**src/rtl/store_narrower_pkg.sv**
```systemverilog
// Shared types for the byte-wide store path: store size encoding, FSM states
// and the size-to-byte-count helper.
package store_narrower_pkg;

  typedef enum logic [1:0] {
    SZ_BYTE   = 2'd0,
    SZ_HALF   = 2'd1,
    SZ_WORD   = 2'd2,
    SZ_DOUBLE = 2'd3
  } size_e;

  typedef enum logic [1:0] {
    ST_IDLE  = 2'd0,
    ST_WRITE = 2'd1,
    ST_DONE  = 2'd2
  } state_e;

  function automatic logic [3:0] bytes_for_size(input size_e sz);
    return 4'd1 << sz;
  endfunction

endpackage

```
**src/rtl/sign_ext.sv**
```systemverilog
// Generic sign extension of an IN_W-bit value to OUT_W bits.
module sign_ext #(
  parameter int IN_W  = 8,
  parameter int OUT_W = 64
) (
  input  logic [IN_W-1:0]  din,
  output logic [OUT_W-1:0] dout
);

  assign dout = {{(OUT_W-IN_W){din[IN_W-1]}}, din};

endmodule

```
**src/rtl/store_ovf_check.sv**
```systemverilog
// Flags a store whose truncated value does not sign-extend back to the full
// 64-bit register value. Purely combinational.
module store_ovf_check
  import store_narrower_pkg::*;
(
  input  logic [63:0] value,
  input  size_e       size,
  output logic        ovf
);

  logic [63:0] ext_b;
  logic [63:0] ext_h;
  logic [63:0] ext_w;

  sign_ext #(.IN_W(8),  .OUT_W(64)) u_ext_b (.din(value[7:0]),  .dout(ext_b));
  sign_ext #(.IN_W(16), .OUT_W(64)) u_ext_h (.din(value[15:0]), .dout(ext_h));
  sign_ext #(.IN_W(32), .OUT_W(64)) u_ext_w (.din(value[31:0]), .dout(ext_w));

  always_comb begin
    ovf = 1'b0;
    case (size)
      SZ_BYTE:   ovf = (ext_b != value);
      SZ_HALF:   ovf = (ext_h != value);
      SZ_WORD:   ovf = (ext_w != value);
      default:   ovf = 1'b0;
    endcase
  end

endmodule

```
**src/rtl/store_narrower.sv**
```systemverilog
// Narrows a 64-bit store to 1/2/4/8 bytes and streams them little-endian to
// a byte-wide memory port, one byte per accepted cycle.
//
// state    | meaning
// ---------+-----------------------------------------------------------
// ST_IDLE  | ready for a new store; inputs latched on start
// ST_WRITE | driving byte idx at base+idx, advances on mem_ready
// ST_DONE  | one-cycle done pulse with ovf valid, then back to idle
module store_narrower
  import store_narrower_pkg::*;
#(
  parameter int ADDR_WIDTH = 64
) (
  input  logic                  clk,
  input  logic                  reset,
  input  logic                  start,
  input  logic [1:0]            size,
  input  logic [ADDR_WIDTH-1:0] base_addr,
  input  logic [63:0]           wdata,
  output logic                  ready,
  output logic                  mem_we,
  output logic [ADDR_WIDTH-1:0] mem_addr,
  output logic [7:0]            mem_wdata,
  input  logic                  mem_ready,
  output logic                  done,
  output logic                  ovf
);

  state_e                state_q, state_d;
  logic [2:0]            idx_q, idx_d;
  size_e                 size_q, size_d;
  logic [ADDR_WIDTH-1:0] base_q, base_d;
  logic [63:0]           wdata_q, wdata_d;

  logic                  ovf_raw;
  logic                  last_byte;

  store_ovf_check u_ovf (
    .value (wdata_q),
    .size  (size_q),
    .ovf   (ovf_raw)
  );

  assign last_byte = ({1'b0, idx_q} == (bytes_for_size(size_q) - 4'd1));

  always_ff @(posedge clk or posedge reset) begin
    if (reset) begin
      state_q <= ST_IDLE;
      idx_q   <= '0;
      size_q  <= SZ_BYTE;
      base_q  <= '0;
      wdata_q <= '0;
    end else begin
      state_q <= state_d;
      idx_q   <= idx_d;
      size_q  <= size_d;
      base_q  <= base_d;
      wdata_q <= wdata_d;
    end
  end

  // Outputs are decoded from the registered state only, so a reset clears
  // the memory port in the same instant it is asserted.
  always_comb begin
    state_d   = state_q;
    idx_d     = idx_q;
    size_d    = size_q;
    base_d    = base_q;
    wdata_d   = wdata_q;
    ready     = 1'b0;
    mem_we    = 1'b0;
    mem_addr  = '0;
    mem_wdata = '0;
    done      = 1'b0;
    ovf       = 1'b0;

    case (state_q)
      ST_IDLE: begin
        ready = 1'b1;
        if (start) begin
          size_d  = size_e'(size);
          base_d  = base_addr;
          wdata_d = wdata;
          idx_d   = '0;
          state_d = ST_WRITE;
        end
      end
      ST_WRITE: begin
        mem_we    = 1'b1;
        mem_addr  = base_q + ADDR_WIDTH'(idx_q);
        mem_wdata = wdata_q[{idx_q, 3'b000} +: 8];
        if (mem_ready) begin
          if (last_byte) state_d = ST_DONE;
          else           idx_d   = idx_q + 3'd1;
        end
      end
      ST_DONE: begin
        done    = 1'b1;
        ovf     = ovf_raw;
        state_d = ST_IDLE;
      end
      default: state_d = ST_IDLE;
    endcase
  end

endmodule

```
**config.mk**
```make
export PLATFORM = sky130hd
export DESIGN_NAME = store_narrower
export DESIGN_NICKNAME = d
export VERILOG_FILES = /design/src/rtl/store_narrower_pkg.sv /design/src/rtl/sign_ext.sv /design/src/rtl/store_ovf_check.sv /design/src/rtl/store_narrower.sv
export SDC_FILE = /design/constraint.sdc
export NUM_CORES = 1
export LEC_CHECK = 0
export BUFFER_PORTS_ARGS = -buffer_cell sky130_fd_sc_hd__clkbuf_2
export CAP_MARGIN = 20
export CELL_PAD_IN_SITES_DETAIL_PLACEMENT = 1
export CELL_PAD_IN_SITES_GLOBAL_PLACEMENT = 1
export CORE_MARGIN = 3
export CORE_UTILIZATION = 44
export CTS_CLUSTER_DIAMETER = 120
export DETAILED_ROUTE_END_ITERATION = 10
export MAX_ROUTING_LAYER = met4
export PLACE_DENSITY_LB_ADDON = 0.12
export SYNTH_ARGS = -nofsm -noshare
export SYNTH_HDL_FRONTEND = slang
export SYNTH_SLANG_ARGS = --single-unit
export TNS_END_PERCENT = 20
```
**constraint.sdc**
```tcl
create_clock -name clk -period 7.3 [get_ports clk]
set_input_delay 0.365 -clock clk [delete_from_list [all_inputs] [get_ports clk]]
set_output_delay 0.365 -clock clk [all_outputs]
set_load 0.05 [all_outputs]
```
==> flow_results.org <==
** Outcome
- Result of the run :: complete, no violations

** Logic synthesis
- Primary FF master, synth :: sky130_fd_sc_hd__dfrtp_1
- The largest total area in the synthesized netlist belongs to sky130_fd_sc_hd__dfrtp_1.
- Synthesis handed over a netlist of 702 instances.
- Synthesized flop and latch total :: 135
- Portion of synthesized cell area occupied by the leading cell type :: 0.4444
- Average cell area after synthesis :: 10.83 um2
- Yosys printed 0 warnings.
- Sequential fraction of the synthesis area :: 0.4444
- Counting flops with an async set or reset pin after synthesis yields a share of 1.000.
- Netlist Area Pre-Place :: 0.007601 mm2
- Dominant cell by count in the synthesized netlist :: sky130_fd_sc_hd__dfrtp_1
- By area the synthesized netlist is led by sky130_fd_sc_hd__dfrtp_1 (44%), sky130_fd_sc_hd__mux2_2 (18%), sky130_fd_sc_hd__mux4_2 (4.7%), sky130_fd_sc_hd__nor2_1 (3.5%), sky130_fd_sc_hd__nand4_1 (2.8%).
- Most frequent cells after synthesis :: sky130_fd_sc_hd__dfrtp_1 (135), sky130_fd_sc_hd__mux2_2 (124), sky130_fd_sc_hd__nor2_1 (70), sky130_fd_sc_hd__nand2_1 (48), sky130_fd_sc_hd__nand4_1 (34)
- In this run, synthesis inferred 0 flip-flops with an integrated enable.
- The number of nets in the synthesized netlist is 841.
- Synthesis instantiated 43 different standard cells from the library.

** Critical path
- The most critical setup path has its endpoint at mem_addr[62].
- Launching element type of the critical path :: register
- In this run the critical register-to-register path is captured at base_q[30]$_DFFE_PP0P_.
- Kind of end point of the critical path :: primary output
- Worst reg2reg startpoint :: state_q[0]$_DFFE_PP0P_
- In this run the worst path has a maximum fanout of 22.
- Worst path required time :: 6.93 ns
- Counting cells, the worst reg-to-reg path comes to 4.
- Tracing the worst setup path back leads to its startpoint at idx_q[1]$_DFFE_PP0P_.
- Slack of the worst reg-to-reg path :: 4.49 ns
- The setup path with the least slack is of type reg -> out.
- For the worst setup path, the data arrival time is 4.11 ns.

** Power
- VDD sags by at most 357.1 uV.
- Power density relative to cell area :: 542.1 mW/mm2
- Summed over all cells, the static leakage comes to 0.004062 uW.

** Flow run
- The tool flagged a number of max-cap violations equal to 0.

** Clock network
- Post-CTS resize count :: 0
- CTS tree :: done
- In this run the number of H-tree levels came out at 4.
- CTS Root Buffer Type :: sky130_fd_sc_hd__clkbuf_16
- Once the clock tree was built, the setup fixing pass inserted 0 buffers.
- The tree built by TritonCTS fans out to 135 sinks.
- No sink is reached through more buffers than the 2 on the longest clock path.
- Number of buffers added to fix hold violations after cts :: 0
- Clock latency on the worst-skew pair, taken at its later pin, is 0.43 ns.
- Clock-pin slew was measured on the worst setup and hold paths at 0.06 ns.
- CTS Buf Count :: 17

** Drt
- Average via count per standard cell :: 5.615
- Vias after detailed routing :: 6351
- DR WL met3 :: 1.053 mm
- The highest metal layer carrying signal wires in the routed design is met4.
- Final WL :: 23.10 mm
- Wl on met1 :: 9.393 mm
- DRT antenna net count :: 0
- In this run, the number of DRC markers left after iteration 0 of detailed routing was 301.
- Met2 WL :: 12.28 mm
- DRC violations left :: 0
- Post-DR wirelength/cell :: 20.42 um
- The pre-antenna-repair detailed-routing pass consisted of 4 iterations.

** Layout
- Antenna diode count :: 0
- Filler Cells Inserted :: 1850
- In the final design database the tool counted 1037 nets.
- Compared with the post-synthesis result, the final layout area differs by 24.44%.
- Final core area utilization :: 0.5644
- In the final layout, the multi-input gates occupy 0.004029 mm2.
- Fraction of final layout cells with drive strength greater than 1 :: 0.4402
- Registers take 0.003378 mm2.

** STA
- After routing, the total negative slack on setup checks comes to 0 ns.
- Total count of hold-check failures in the final report :: 0
- Clk_skew :: 0.009838 ns
- Setup violation total in the final timing report :: 0
- Dividing the final minimum period by the clock period gives 0.6125.
- Max-Slew Margin vs Limit :: 0.2963
- Post-Route Hold Slack :: 0.02936 ns
- Actual transition at the worst max-transition pin :: 1.056 ns
- Final Slew Violations :: 0
- RSZ-0062 raised after global routing :: no
- Final critical delay including setup and external delays :: 4.471 ns
- Based on the critical path, the design can be clocked at up to 0.2236 GHz.

** GRT
- Initial antenna violation count :: 0
- Vias in the first global route :: 6742
- Across every metal layer, demand over resource in global routing totals 0.2535.
- Maximum number of pins on one net before global-route repair :: 86
- For this run the aggregate overflow at the end of global routing stands at 0.
- The first global-routing pass estimated 35.91 mm of wire.

** Place
- Routability cong. :: 0.8514
- Post-detail-place hpwl :: 16.91 mm
- During placement, the flow inserted port buffers numbering 209.

** Floorplanning
- In this run the count of I/O pins placed on the die edge is 210.
- Chip height :: 137.4 um
- In this run the standard cell core region covers 0.01676 mm2.
- Die area :: 0.01889 mm2
- For this configuration, the core starts out at a cell density of 0.4535.
- Placement Rows :: 47
- Measured along the x axis, the die boundary spans 137.4 um.

** Hold path
- In this run the worst hold path is classified as in -> async.
worst min-delay path by stage:
stage,end,slack [ns]
after floorplan,wdata_q[4]$_DFFE_PP0P_,0.48
after CTS,base_q[15]$_DFFE_PP0P_,0.06
after detailed placement,base_q[55]$_DFFE_PP0P_,0.50
final,base_q[55]$_DFFE_PP0P_,0.03
after global placement,base_q[55]$_DFFE_PP0P_,0.49
after global routing,base_q[55]$_DFFE_PP0P_,0.09
worst max-delay path: stages, from the launching register on:
cell and delay [ns]:
sky130_fd_sc_hd__dfrtp_1 0.98, sky130_fd_sc_hd__inv_1 0.16, sky130_fd_sc_hd__fa_1 0.48, sky130_fd_sc_hd__nor2b_1 0.20, sky130_fd_sc_hd__or2_2 0.23, sky130_fd_sc_hd__nand4_1 0.28, sky130_fd_sc_hd__or4_1 0.57, sky130_fd_sc_hd__or3_1 0.34
sky130_fd_sc_hd__a21oi_1 0.15, sky130_fd_sc_hd__clkbuf_2 0.30
where the power goes:
| part | internal, uW | switching [uW] | leakage [uW] | total (uW) |
|---|---|---|---|---|
| logic | 918 | 1660 | 0.00217 | 2570 |
| clock network | 548 | 360 | 0.000292 | 908 |
| registers | 1130 | 514 | 0.00160 | 1650 |
| total | 2600 | 2530 | 0.00406 | 5130 |
cell type report:
| class | instances | share of cell area |
|---|---|---|
| multi-input cells | 519 | 0.4259 |
| well taps | 220 | 0.02910 |
| clock buffers | 18 | 0.04537 |
| inverters | 11 | 0.004630 |
| clock inverters | 14 | 0.01984 |
| repair buffers | 214 | 0.1180 |
| flip-flops and latches | 135 | 0.3571 |
cells in the final DEF, fill, tap and decap left out, types with 2 or more instances in the layout:
cell type / count
sky130_fd_sc_hd__a21o_1: 4
sky130_fd_sc_hd__a21oi_1: 16
sky130_fd_sc_hd__and2_1: 3
sky130_fd_sc_hd__and3_1: 9
sky130_fd_sc_hd__and4_1: 7
sky130_fd_sc_hd__and4_4: 3
sky130_fd_sc_hd__buf_4: 3
sky130_fd_sc_hd__bufinv_16: 3
sky130_fd_sc_hd__clkbuf_16: 17
sky130_fd_sc_hd__clkbuf_2: 209
sky130_fd_sc_hd__clkinvlp_4: 3
sky130_fd_sc_hd__dfrtp_1: 135
sky130_fd_sc_hd__ha_1: 4
sky130_fd_sc_hd__inv_1: 10
sky130_fd_sc_hd__inv_6: 5
sky130_fd_sc_hd__inv_8: 2
sky130_fd_sc_hd__mux2_2: 124
sky130_fd_sc_hd__mux2i_1: 9
sky130_fd_sc_hd__mux4_2: 16
sky130_fd_sc_hd__nand2_1: 48
sky130_fd_sc_hd__nand2b_1: 2
sky130_fd_sc_hd__nand3_1: 23
sky130_fd_sc_hd__nand4_1: 34
sky130_fd_sc_hd__nand4_4: 2
sky130_fd_sc_hd__nor2_1: 70
sky130_fd_sc_hd__nor2b_1: 3
sky130_fd_sc_hd__nor3_1: 17
sky130_fd_sc_hd__nor4_1: 21
sky130_fd_sc_hd__o21ai_0: 22
sky130_fd_sc_hd__or2_2: 5
sky130_fd_sc_hd__or3_1: 14
sky130_fd_sc_hd__or4_1: 2
sky130_fd_sc_hd__xnor2_1: 23
sky130_fd_sc_hd__xor2_1: 24
sequential cells by signal, summed over array words and instances, names as in the netlist:
| register | flops |
|---|---|
| base_q | 64 |
| idx_q | 3 |
| wdata_q | 64 |
| size_q | 2 |
| state_q | 2 |
cells by family (layout without fill, tap and decap cells):
| kind of cell | after synthesis | in the layout | share of synthesized area |
|---|---|---|---|
| buffers and inverters | 48 | 257 | 0.02617 |
| DFF | 135 | 135 | 0.4444 |
| xor gates and xnor gates | 47 | 47 | 0.05416 |
| adders and majority gates | 5 | 5 | 0.009218 |
| AOI/OAI and AO/OA | 49 | 49 | 0.03671 |
| and+or+nand+nor | 269 | 269 | 0.1863 |
| muxes | 149 | 149 | 0.2430 |
stage by stage:
step | power [uW] | cell area [um2] | setup WS, ns | cells
after detailed placement | 4208 | 8795 | 3.043 | 1097
final | 5128 | 9459 | 2.829 | 1131
after global placement | 4098 | 8795 | 3.158 | 1097
after global routing | 5419 | 9459 | 2.479 | 1131
after floorplan | 3510 | 7601 | 3.029 | 702
after CTS | 5145 | 9412 | 2.547 | 1129
per-layer routing:
layer  up-vias  track usage
met5         -            -
met4         0      0.08093
met3        27      0.03981
met2       167       0.4406
met1      3208       0.3023
li1       2949            -
No activity file was read; power rests on OpenSTA's default activity.
